File: src/rtl/spi_seq_pkg.sv
// Shared types and constants for the SPI burst transfer sequencer.
package spi_seq_pkg;

  localparam int LEN_W = 8;

  typedef enum logic [1:0] {
    S_IDLE  = 2'd0,
    S_ISSUE = 2'd1,
    S_WAIT  = 2'd2,
    S_END   = 2'd3
  } state_t;

endpackage

File: src/rtl/spi_seq_fifo.sv
// Synchronous FIFO with registered head, level and full/empty flags.
// The head register is kept valid whenever the FIFO is non-empty, so reads have no extra latency.
module spi_seq_fifo #(
  parameter int DW    = 8,
  parameter int DEPTH = 4,
  parameter int AW    = $clog2(DEPTH)
) (
  input  logic          clk,
  input  logic          rst,
  input  logic          i_clr,
  input  logic          i_wr,
  input  logic [DW-1:0] i_wdata,
  input  logic          i_rd,
  output logic [DW-1:0] o_rdata,
  output logic          o_full,
  output logic          o_empty,
  output logic [AW:0]   o_level
);

  localparam logic [AW:0] LVL_FULL = (AW+1)'(DEPTH);
  localparam logic [AW:0] LVL_ZERO = '0;

  logic [DW-1:0] r_mem [DEPTH];
  logic [AW:0]   r_wcnt;
  logic [AW:0]   r_rcnt;
  logic [AW:0]   r_level;
  logic [DW-1:0] r_head;
  logic          r_full;
  logic          r_empty;

  logic          w_push;
  logic          w_pop;
  logic [AW:0]   w_wcnt_nxt;
  logic [AW:0]   w_rcnt_nxt;
  logic [AW:0]   w_level_nxt;
  logic [DW-1:0] w_head_nxt;

  assign w_push = i_wr & ~r_full & ~i_clr;
  assign w_pop  = i_rd & ~r_empty & ~i_clr;

  // Next counters, level and head; a push lands directly in the head when it becomes the only entry.
  always_comb begin
    w_wcnt_nxt = r_wcnt;
    w_rcnt_nxt = r_rcnt;
    if (i_clr) begin
      w_wcnt_nxt = LVL_ZERO;
      w_rcnt_nxt = LVL_ZERO;
    end else begin
      w_wcnt_nxt = r_wcnt + {{AW{1'b0}}, w_push};
      w_rcnt_nxt = r_rcnt + {{AW{1'b0}}, w_pop};
    end
    w_level_nxt = w_wcnt_nxt - w_rcnt_nxt;
    if (w_push && (r_wcnt[AW-1:0] == w_rcnt_nxt[AW-1:0])) begin
      w_head_nxt = i_wdata;
    end else begin
      w_head_nxt = r_mem[w_rcnt_nxt[AW-1:0]];
    end
  end

  // Storage array write.
  always_ff @(posedge clk or posedge rst) begin
    if (rst) begin
      for (int i = 0; i < DEPTH; i++) begin
        r_mem[i] <= '0;
      end
    end else if (w_push) begin
      r_mem[r_wcnt[AW-1:0]] <= i_wdata;
    end
  end

  // Pointer, level, flag and head registers.
  always_ff @(posedge clk or posedge rst) begin
    if (rst) begin
      r_wcnt  <= LVL_ZERO;
      r_rcnt  <= LVL_ZERO;
      r_level <= LVL_ZERO;
      r_head  <= '0;
      r_full  <= 1'b0;
      r_empty <= 1'b1;
    end else begin
      r_wcnt  <= w_wcnt_nxt;
      r_rcnt  <= w_rcnt_nxt;
      r_level <= w_level_nxt;
      r_head  <= w_head_nxt;
      r_full  <= (w_level_nxt == LVL_FULL);
      r_empty <= (w_level_nxt == LVL_ZERO);
    end
  end

  assign o_rdata = r_head;
  assign o_full  = r_full;
  assign o_empty = r_empty;
  assign o_level = r_level;

endmodule

File: src/rtl/spi_xfer_seq.sv
// Burst sequencer in front of spi_master: drains a TX FIFO one byte per go pulse,
// captures received bytes into an RX FIFO and holds chip-select low across the burst.
module spi_xfer_seq
  import spi_seq_pkg::*;
#(
  parameter int DW    = 8,
  parameter int DEPTH = 4,
  parameter int AW    = $clog2(DEPTH)
) (
  input  logic             clk,
  input  logic             rst,
  input  logic [DW-1:0]    tx_data,
  input  logic             tx_wr,
  output logic             tx_full,
  output logic [AW:0]      tx_level,
  output logic [DW-1:0]    rx_data,
  input  logic             rx_rd,
  output logic             rx_empty,
  output logic [AW:0]      rx_level,
  input  logic             start,
  input  logic [LEN_W-1:0] len,
  input  logic             flush,
  output logic             busy,
  output logic             done,
  output logic             overrun,
  output logic             ssn,
  output logic             spi_go,
  output logic [DW-1:0]    spi_datai,
  input  logic [DW-1:0]    spi_datao,
  input  logic             spi_done
);

  localparam logic [LEN_W-1:0] LEN_ZERO = '0;
  localparam logic [LEN_W-1:0] LEN_ONE  = LEN_W'(1);

  state_t           r_state;
  logic [LEN_W-1:0] r_cnt;
  logic             r_ssn;
  logic             r_busy;
  logic             r_done;
  logic             r_overrun;
  logic             r_go;
  logic [DW-1:0]    r_datai;

  state_t           w_state_nxt;
  logic [LEN_W-1:0] w_cnt_nxt;
  logic             w_ssn_nxt;
  logic             w_busy_nxt;
  logic             w_done_nxt;
  logic             w_ovr_nxt;
  logic             w_go_nxt;
  logic [DW-1:0]    w_datai_nxt;
  logic             w_tx_pop;
  logic             w_rx_push;
  logic             w_clr;
  logic             w_tx_empty;
  logic [DW-1:0]    w_tx_head;
  logic             w_rx_full;

  spi_seq_fifo #(.DW(DW), .DEPTH(DEPTH)) u_tx_fifo (
    .clk     (clk),
    .rst     (rst),
    .i_clr   (w_clr),
    .i_wr    (tx_wr),
    .i_wdata (tx_data),
    .i_rd    (w_tx_pop),
    .o_rdata (w_tx_head),
    .o_full  (tx_full),
    .o_empty (w_tx_empty),
    .o_level (tx_level)
  );

  spi_seq_fifo #(.DW(DW), .DEPTH(DEPTH)) u_rx_fifo (
    .clk     (clk),
    .rst     (rst),
    .i_clr   (w_clr),
    .i_wr    (w_rx_push),
    .i_wdata (spi_datao),
    .i_rd    (rx_rd),
    .o_rdata (rx_data),
    .o_full  (w_rx_full),
    .o_empty (rx_empty),
    .o_level (rx_level)
  );

  // Next-state and next-output logic; outputs are computed one cycle ahead and registered.
  always_comb begin
    w_state_nxt = r_state;
    w_cnt_nxt   = r_cnt;
    w_ssn_nxt   = r_ssn;
    w_done_nxt  = 1'b0;
    w_ovr_nxt   = r_overrun;
    w_go_nxt    = 1'b0;
    w_datai_nxt = r_datai;
    w_tx_pop    = 1'b0;
    w_rx_push   = 1'b0;
    w_clr       = 1'b0;
    case (r_state)
      S_IDLE: begin
        if (flush) begin
          w_clr     = 1'b1;
          w_ovr_nxt = 1'b0;
        end else if (start && (len != LEN_ZERO)) begin
          w_cnt_nxt   = len;
          w_ssn_nxt   = 1'b0;
          w_state_nxt = S_ISSUE;
        end else begin
          w_ssn_nxt = 1'b1;
        end
      end
      S_ISSUE: begin
        // An empty TX FIFO simply stalls here with chip-select still asserted.
        if (!w_tx_empty) begin
          w_tx_pop    = 1'b1;
          w_go_nxt    = 1'b1;
          w_datai_nxt = w_tx_head;
          w_state_nxt = S_WAIT;
        end else begin
          w_ssn_nxt = 1'b0;
        end
      end
      S_WAIT: begin
        if (spi_done) begin
          w_rx_push = 1'b1;
          if (w_rx_full) begin
            w_ovr_nxt = 1'b1;
          end else begin
            w_ovr_nxt = r_overrun;
          end
          w_cnt_nxt = r_cnt - LEN_ONE;
          if (r_cnt == LEN_ONE) begin
            w_state_nxt = S_END;
          end else begin
            w_state_nxt = S_ISSUE;
          end
        end else begin
          w_state_nxt = S_WAIT;
        end
      end
      S_END: begin
        w_ssn_nxt   = 1'b1;
        w_done_nxt  = 1'b1;
        w_state_nxt = S_IDLE;
      end
      default: begin
        w_ssn_nxt   = 1'b1;
        w_state_nxt = S_IDLE;
      end
    endcase
  end

  assign w_busy_nxt = (w_state_nxt != S_IDLE);

  // State, counter and output registers.
  always_ff @(posedge clk or posedge rst) begin
    if (rst) begin
      r_state   <= S_IDLE;
      r_cnt     <= LEN_ZERO;
      r_ssn     <= 1'b1;
      r_busy    <= 1'b0;
      r_done    <= 1'b0;
      r_overrun <= 1'b0;
      r_go      <= 1'b0;
      r_datai   <= '0;
    end else begin
      r_state   <= w_state_nxt;
      r_cnt     <= w_cnt_nxt;
      r_ssn     <= w_ssn_nxt;
      r_busy    <= w_busy_nxt;
      r_done    <= w_done_nxt;
      r_overrun <= w_ovr_nxt;
      r_go      <= w_go_nxt;
      r_datai   <= w_datai_nxt;
    end
  end

  assign ssn       = r_ssn;
  assign busy      = r_busy;
  assign done      = r_done;
  assign overrun   = r_overrun;
  assign spi_go    = r_go;
  assign spi_datai = r_datai;

endmodule

File: config.mk
export PLATFORM = sky130hd
export DESIGN_NAME = spi_xfer_seq
export DESIGN_NICKNAME = d
export VERILOG_FILES = /design/src/rtl/spi_seq_pkg.sv /design/src/rtl/spi_seq_fifo.sv /design/src/rtl/spi_xfer_seq.sv
export SDC_FILE = /design/constraint.sdc
export NUM_CORES = 1
export LEC_CHECK = 0
export ABC_CLOCK_PERIOD_IN_PS = 4320
export CAP_MARGIN = 20
export CORE_UTILIZATION = 57
export CTS_CLUSTER_DIAMETER = 120
export DETAILED_ROUTE_END_ITERATION = 8
export GPL_ROUTABILITY_DRIVEN = 1
export HOLD_SLACK_MARGIN = 0.1
export PLACE_DENSITY = 0.84
export SYNTH_ARGS = -nofsm -noshare
export SYNTH_HDL_FRONTEND = slang
export SYNTH_SLANG_ARGS = --single-unit
File: constraint.sdc
create_clock -name clk -period 4.32 [get_ports clk]
set_input_delay 0.648 -clock clk [delete_from_list [all_inputs] [get_ports clk]]
set_output_delay 0.648 -clock clk [all_outputs]
set_load 0.05 [all_outputs]
# ---- Word level (Yosys, flattened, before mapping)
# Cells that the tools add are included.
dict set report word_totals {
  register_bits 125
  input_bits 31
  out_inout_bits 29
  word_cells 131
}
dict set report op_classes {
  n_addsub 7
  n_lt_le_gt_ge 6
  eq_ne 14
  mux 43
  bitwise 17
  n_reduce_logical 16
}
# op n
set ops {}
lappend ops {{$mux 8} 11}
lappend ops {{$bwmux 32} 2}
lappend ops {{$bmux 8 s2} 2}
lappend ops {{$demux 8 s2} 2}
lappend ops {{$pmux 8 s2} 1}
lappend ops {{$mux 1} 13}
lappend ops {{$add 3x1->3} 4}
lappend ops {{$ge 3x3->1 const B} 4}
lappend ops {{$mux 3} 4}
lappend ops {{$not 2->3} 4}
lappend ops {{$mux 2} 5}
lappend ops {{$and 1x1->1} 8}
lappend ops {{$eq 8x1->1 const B} 1}
lappend ops {{$ne 2x2->1 const B} 4}
lappend ops {{$pmux 2 s4} 1}
lappend ops {{$reduce_and 4->1} 2}
lappend ops {{$reduce_bool 8->1} 1}
lappend ops {{$sub 8x1->8 const B} 1}
lappend ops {{$eq 3x3->1 const B} 2}
lappend ops {{$logic_not 3->1} 2}
lappend ops {{$lt 3x1->1 const B} 2}
lappend ops {{$sub 3x3->3} 2}
lappend ops {{$logic_and 1x1->1} 5}
lappend ops {{$not 1->1} 5}
lappend ops {{other kinds (11)} 15}

# ---- Longest topological paths before layout
dict set report logic_depth {
  ltp_word 11
  mapped_depth 13
  depth_no_buf 9
}

# ---- By module
# Synthesis repeated with hierarchy kept, for this count alone.
dict set report unflattened {
  hier_cells 468
  hier_area_um2 5790.6
}
# module instances cells_per_inst area_each_um2 seq_area_each_um2
set modules_own_cells {}
lappend modules_own_cells {{spi_seq_fifo at u_tx_fifo} 1 186 2364.8 1277.5}
lappend modules_own_cells {{spi_seq_fifo at u_rx_fifo} 1 174 2270.9 1277.5}
lappend modules_own_cells {spi_xfer_seq 1 108 1154.9 576.8}

# ---- Worst setup path after synthesis
# Ideal clock, no wire load.
dict set report synth_path {
  path_type {input to register}
  start {input port flush}
  end {register u_rx_fifo.r_empty, in the netlist u_rx_fifo.o_empty}
  setup_ns 0.059
  t_arrival_ns 3.363
  required_ns 4.261
  setup_slack_ns 0.898
  cell_stages 12
  n_path_buf 3
  cell_sequence {nor3b_2 clkbuf_1 nor3b_1 ha_1 clkbuf_1 clkbuf_1 and2_1 ha_1 inv_1 fa_1 nor3_1 o21ba_2}
}
dict set report synth_between {
  elab_chain_cells 8
  word_cells_on_any_way 11
  classes_between {3 x add/sub; 4 x mux; 3 x bitwise; 1 x reduce/logical}
}
# item line
set synth_rtl {}
lappend synth_rtl {{start: declaration} spi_xfer_seq.sv:22} ;# input logic flush,
lappend synth_rtl {{$mux 1 *} spi_xfer_seq.sv:100} ;# if (flush) begin
lappend synth_rtl {{$mux 1 *} spi_xfer_seq.sv:98} ;# case (r_state)
lappend synth_rtl {{$not 1->1} spi_seq_fifo.sv:39} ;# assign w_pop = i_rd & ~r_empty & ~i_clr;
lappend synth_rtl {{$and 1x1->1} spi_seq_fifo.sv:39}
lappend synth_rtl {{$add 3x1->3} spi_seq_fifo.sv:50} ;# w_rcnt_nxt = r_rcnt + {{AW{1'b0}}, w_pop};
lappend synth_rtl {{$mux 3 *} spi_seq_fifo.sv:45} ;# if (i_clr) begin
lappend synth_rtl {{net u_rx_fifo.w_rcnt_nxt[0]} spi_seq_fifo.sv:34} ;# logic [AW:0] w_rcnt_nxt;
lappend synth_rtl {{$sub 3x3->3 *} spi_seq_fifo.sv:52} ;# w_level_nxt = w_wcnt_nxt - w_rcnt_nxt;
lappend synth_rtl {{$logic_not 3->1 *} spi_seq_fifo.sv:86} ;# r_empty <= (w_level_nxt == LVL_ZERO);
lappend synth_rtl {{end signal: assignment} spi_seq_fifo.sv:86}
lappend synth_rtl {{end: declaration} spi_seq_fifo.sv:29} ;# logic r_empty;
# The timed path passes the listed nets; every way through them passes the cells marked *.
# A chain may end at the register's enable or synchronous reset.

# ---- Final worst setup path
dict set report layout_path {
  start {register r_state[1]}
  end {register u_tx_fifo.r_empty, in the netlist u_tx_fifo.o_empty}
}
dict set report layout_between {
  elab_chain_cells 8
  word_cells_on_any_way 14
  classes_between {3 x add/sub; 1 x eq/ne; 4 x mux; 4 x bitwise; 2 x reduce/logical}
}
# item line
set layout_rtl {}
lappend layout_rtl {{start: declaration} spi_xfer_seq.sv:36} ;# state_t r_state;
lappend layout_rtl {{start signal: assignment} spi_xfer_seq.sv:166} ;# r_state <= w_state_nxt;
lappend layout_rtl {{$eq 2x1->1 / $logic_not 2->1 (equally long branches)} spi_xfer_seq.sv:98}
lappend layout_rtl {{$mux 1} spi_xfer_seq.sv:98}
lappend layout_rtl {{$and 1x1->1 / $not 1->1 (equally long branches)} spi_seq_fifo.sv:39}
lappend layout_rtl {{$and 1x1->1} spi_seq_fifo.sv:39}
lappend layout_rtl {{$add 3x1->3} spi_seq_fifo.sv:50}
lappend layout_rtl {{$mux 3 *} spi_seq_fifo.sv:45}
lappend layout_rtl {{net u_tx_fifo.w_rcnt_nxt[0]} spi_seq_fifo.sv:34}
lappend layout_rtl {{$sub 3x3->3 *} spi_seq_fifo.sv:52}
lappend layout_rtl {{$logic_not 3->1 *} spi_seq_fifo.sv:86}
lappend layout_rtl {{end signal: assignment} spi_seq_fifo.sv:86}
lappend layout_rtl {{end: declaration} spi_seq_fifo.sv:29}
# Marked as above.

==> run_results.csv <==
group,metric,value,unit
floorplanning,dieWidth,104,um
worst_hold_path,worstHoldPathType,"flip-flop to flip-flop",
timing,fmaxAchievable,310,MHz
logic_synthesis,synth_top_family_by_area,"multiplexers",
route,top_layer_used,"met4",
setup_path,reg2reg_slack,1.10,ns
layout,nets,576,
logic_synthesis,ys_seq_elements,125,
timing,worst_clock_skew,0.0104,ns
logic_synthesis,yosysMostFrequentCell,"dfrtp_1",
setup_path,r2r-start,"r_state[1]",
logic_synthesis,ys_seq_area_frac,0.532,
layout,antennaDiodeCount,0,
logic_synthesis,synth_fp_nets,517,
logic_synthesis,synth_compound_area_frac,0.102,
route,vias,3981,
clocking,clock-sinks,125,
grt,antenna_found_initial,0,
floorplanning,die_h,104,um
logic_synthesis,syn_area_per_cell,12.5,um^2
route,post-route-drc-count,0,
timing,final.setup.tns,0,ns
setup_path,arrival,3.68,ns
clocking,cts_tree,"built",
timing,hold_violations,0,
logic_synthesis,synth_top_cell_by_area,"dfrtp_1",
timing,drv_slew,0,
timing,tightest_slew,1.07,ns
logic_synthesis,synth_cell_types,50,
grt,grt_pass1_wl,21000,um
grt,grt_max_degree,72,
power,combPwrFrac,0.436,
setup_path,cp-start-kind,"flip-flop",
clocking,ctsRootBufferMaster,"clkbuf_8",
worst_hold_path,min_to,"spi_datai[3]",
clocking,h-tree-depth,4,
setup_path,crit_fanout,34,
power,p_leak,0.00315,uW
grt,grt_pass1_vias,4172,
power,clkPwrFrac,0.236,
logic_synthesis,synth_enable_flop_cells,0,
route,ant_nets,0,
logic_synthesis,synth_xor_area_frac,0.0119,
power,ir_drop,0.000465,V
logic_synthesis,synthTopCellsByArea,"dfrtp_1 52%, mux2_2 17%, ha_1 2.6%",
route,wl_per_cell,18.4,um
logic_synthesis,synthArstFlopShare,1.00,
clocking,clk_latency,0.52,ns
logic_synthesis,yosys.area_share.simple,0.102,
power,seqPwrFrac,0.329,
placed_design,dp_hpwl,7930,um
logic_synthesis,syn_area,5890,um^2
clocking,postCtsSetupBuffers,0,
placed_design,gp_congestion,0.849,
setup_path,r2r-end,"u_tx_fifo.o_empty",
setup_path,setup.worst_path.class,"flip-flop to flip-flop",
route,viasPerCell,5.88,
floorplanning,ios,60,
layout,area_delta_synth_final,21.8,%
logic_synthesis,synth_warnings,0,
logic_synthesis,synth_common_cells,"122 x dfrtp_1, 88 x mux2_2, 24 x nor2_1",
logic_synthesis,synthAdderAreaFrac,0.0323,
job,cap_violations,0,
power,p_int,3790,uW
layout,drive_above_1_share,0.276,
placed_design,port_buffers,59,
power,switching_power,2310,uW
power,power,6100,uW
layout,nFillCells,670,
floorplanning,die_area,10700,um^2
setup_path,worstPathRequired,4.78,ns
timing,slew_headroom,0.288,
setup_path,cp-end-kind,"flip-flop",
status,outcome,"completed",
timing,period_minus_slack,3.22,ns
clocking,hold_buffers,0,
power,power.share.switching,0.379,
worst_hold_path,hold-path-cell-count,1,
route,drt_first_iter_violations,203,
power,p_per_area,852,nW/um^2
timing,finalSetupViolCount,0,
route,drt_pass1_iterations,5,
route,wl_met3,555,um
grt,globalRoute.totalOverflow,0,
route,drt-met1-wl,5380,um
timing,period_share,0.746,
grt,grt_util_all_layers,0.249,
setup_path,r2r_cells,9,
timing,rsz0062_at_grt,"no",
logic_synthesis,syn-instance-count,472,
worst_hold_path,worstHoldStart,"u_tx_fifo.o_rdata[3]",
floorplanning,num_rows,36,
logic_synthesis,synth.top_cell.area_share,0.519,
route,drt-total-wl,12500,um
floorplanning,core-area,9910,um^2
clocking,cts_made_buffers,17,
logic_synthesis,synth_mux_area_frac,0.189,
clocking,cts-resized-gates,0,
logic_synthesis,synth_ff_type,"dfrtp_1",
clocking,cts_buffer_depth,2,
floorplanning,initial_utilization,0.594,
clocking,clkTransAtPathRegs,0.06,ns
route,wl_met2,6330,um
-- critical path, stage by stage (launching register included) --
cell      delay [ns]
dfrtp_1         0.52
nand2b_1        0.21
nor2_1          0.08
ha_1            0.99
and2_1          0.28
ha_1            0.16
inv_1           0.05
fa_1            0.39
nor3_1          0.32
o21ba_2         0.17
-- sequential cells by signal, summed over array words and instances, names as in the netlist, 2 cells and up --
name,count
spi_datai,8
u_tx_fifo.o_rdata,8
u_tx_fifo.r_mem,32
u_tx_fifo.r_rcnt,3
u_rx_fifo.o_rdata,8
r_cnt,8
u_rx_fifo.o_level,3
u_rx_fifo.r_mem,32
u_tx_fifo.r_wcnt,3
r_state,2
u_rx_fifo.r_rcnt,3
u_tx_fifo.o_level,3
u_rx_fifo.r_wcnt,3
-- logic make-up (layout without fill, tap and decap cells) --
logic type	Yosys count	count (layout)
AO/OA/AOI/OAI	83	83
multiplexers	96	96
flip-flops	125	125
XOR/XNOR	8	8
buffers and inverters	39	111
AND/OR/NAND/NOR	107	107
adder cells (fa/ha/maj)	14	14
-- final cells by class --
cell class,count,area (um^2),area share
flip-flops and latches,125,3130,0.437
multi-input cells,308,2570,0.359
repair buffers,66,643,0.0897
clock buffers,17,414,0.0578
clock inverters,15,188,0.0262
well taps,133,166,0.0232
inverters,13,51.3,0.00716
-- per-stage QoR --
stage | setup WS [ns] | area, um^2 | utilization | cells | hold slack (ns)
after floorplan | 0.349 | 5890 | - | 472 | 0.454
after global placement | 0.906 | 6570 | 0.663 | 645 | 0.460
after detailed placement | 0.762 | 6570 | 0.663 | 645 | 0.464
final | 1.10 | 7170 | 0.723 | 677 | 0.477
after global routing | 0.801 | 7170 | 0.723 | 677 | 0.483
after CTS | 1.10 | 7170 | 0.723 | 677 | 0.478
-- power by group through the flow --
| stage | clock network, uW | logic [uW] | registers (uW) |
|---|---|---|---|
| final | 1440 | 2660 | 2010 |
| after global routing | 1510 | 2870 | 2070 |
| after CTS | 1460 | 2670 | 2000 |
| after detailed placement | 0 | 2630 | 2010 |
| after global placement | 0 | 2540 | 1980 |
| after floorplan | 0 | 1670 | 2310 |
-- worst max path at each step --
stage,from,endpoint,slack (ns),depth (start not counted)
after detailed placement,flush,u_rx_fifo.o_rdata[0],0.76,10
after global routing,r_state[1],u_tx_fifo.o_empty,0.80,9
final,r_state[1],u_tx_fifo.o_empty,1.10,9
after CTS,r_state[1],u_tx_fifo.o_empty,1.10,9
after floorplan,rst,busy,0.35,1
after global placement,flush,u_rx_fifo.o_rdata[2],0.91,10
-- cells in the final DEF, fill, tap and decap left out, types with 6 or more instances in the layout --
| master | netlist | routed |
|---|---|---|
| o21ai_0 | 8 | 8 |
| a22oi_1 | 10 | 10 |
| o2111ai_1 | 8 | 8 |
| nand2_1 | 15 | 15 |
| a21oi_1 | 11 | 11 |
| buf_4 | 0 | 7 |
| nor2b_1 | 13 | 13 |
| mux2_2 | 88 | 88 |
| a31oi_1 | 12 | 12 |
| xnor2_1 | 8 | 8 |
| dfrtp_1 | 122 | 122 |
| nor3_1 | 7 | 7 |
| o2bb2ai_1 | 7 | 7 |
| nor2_1 | 24 | 24 |
| clkbuf_16 | 0 | 16 |
| ha_1 | 12 | 12 |
| nand2b_1 | 13 | 13 |
| o211ai_1 | 12 | 12 |
| inv_1 | 13 | 12 |
| mux2_4 | 8 | 8 |
| and2_1 | 9 | 9 |
| clkdlybuf4s50_1 | 0 | 59 |
| nand3_1 | 6 | 6 |
-- metal layers --
metal,global-route usage,vias to the layer above
met1,0.320,2022
met4,0.0880,0
li1,-,1837
met2,0.413,104
met5,0,-
met3,0.0604,18
(Power assumes the default switching activity.)
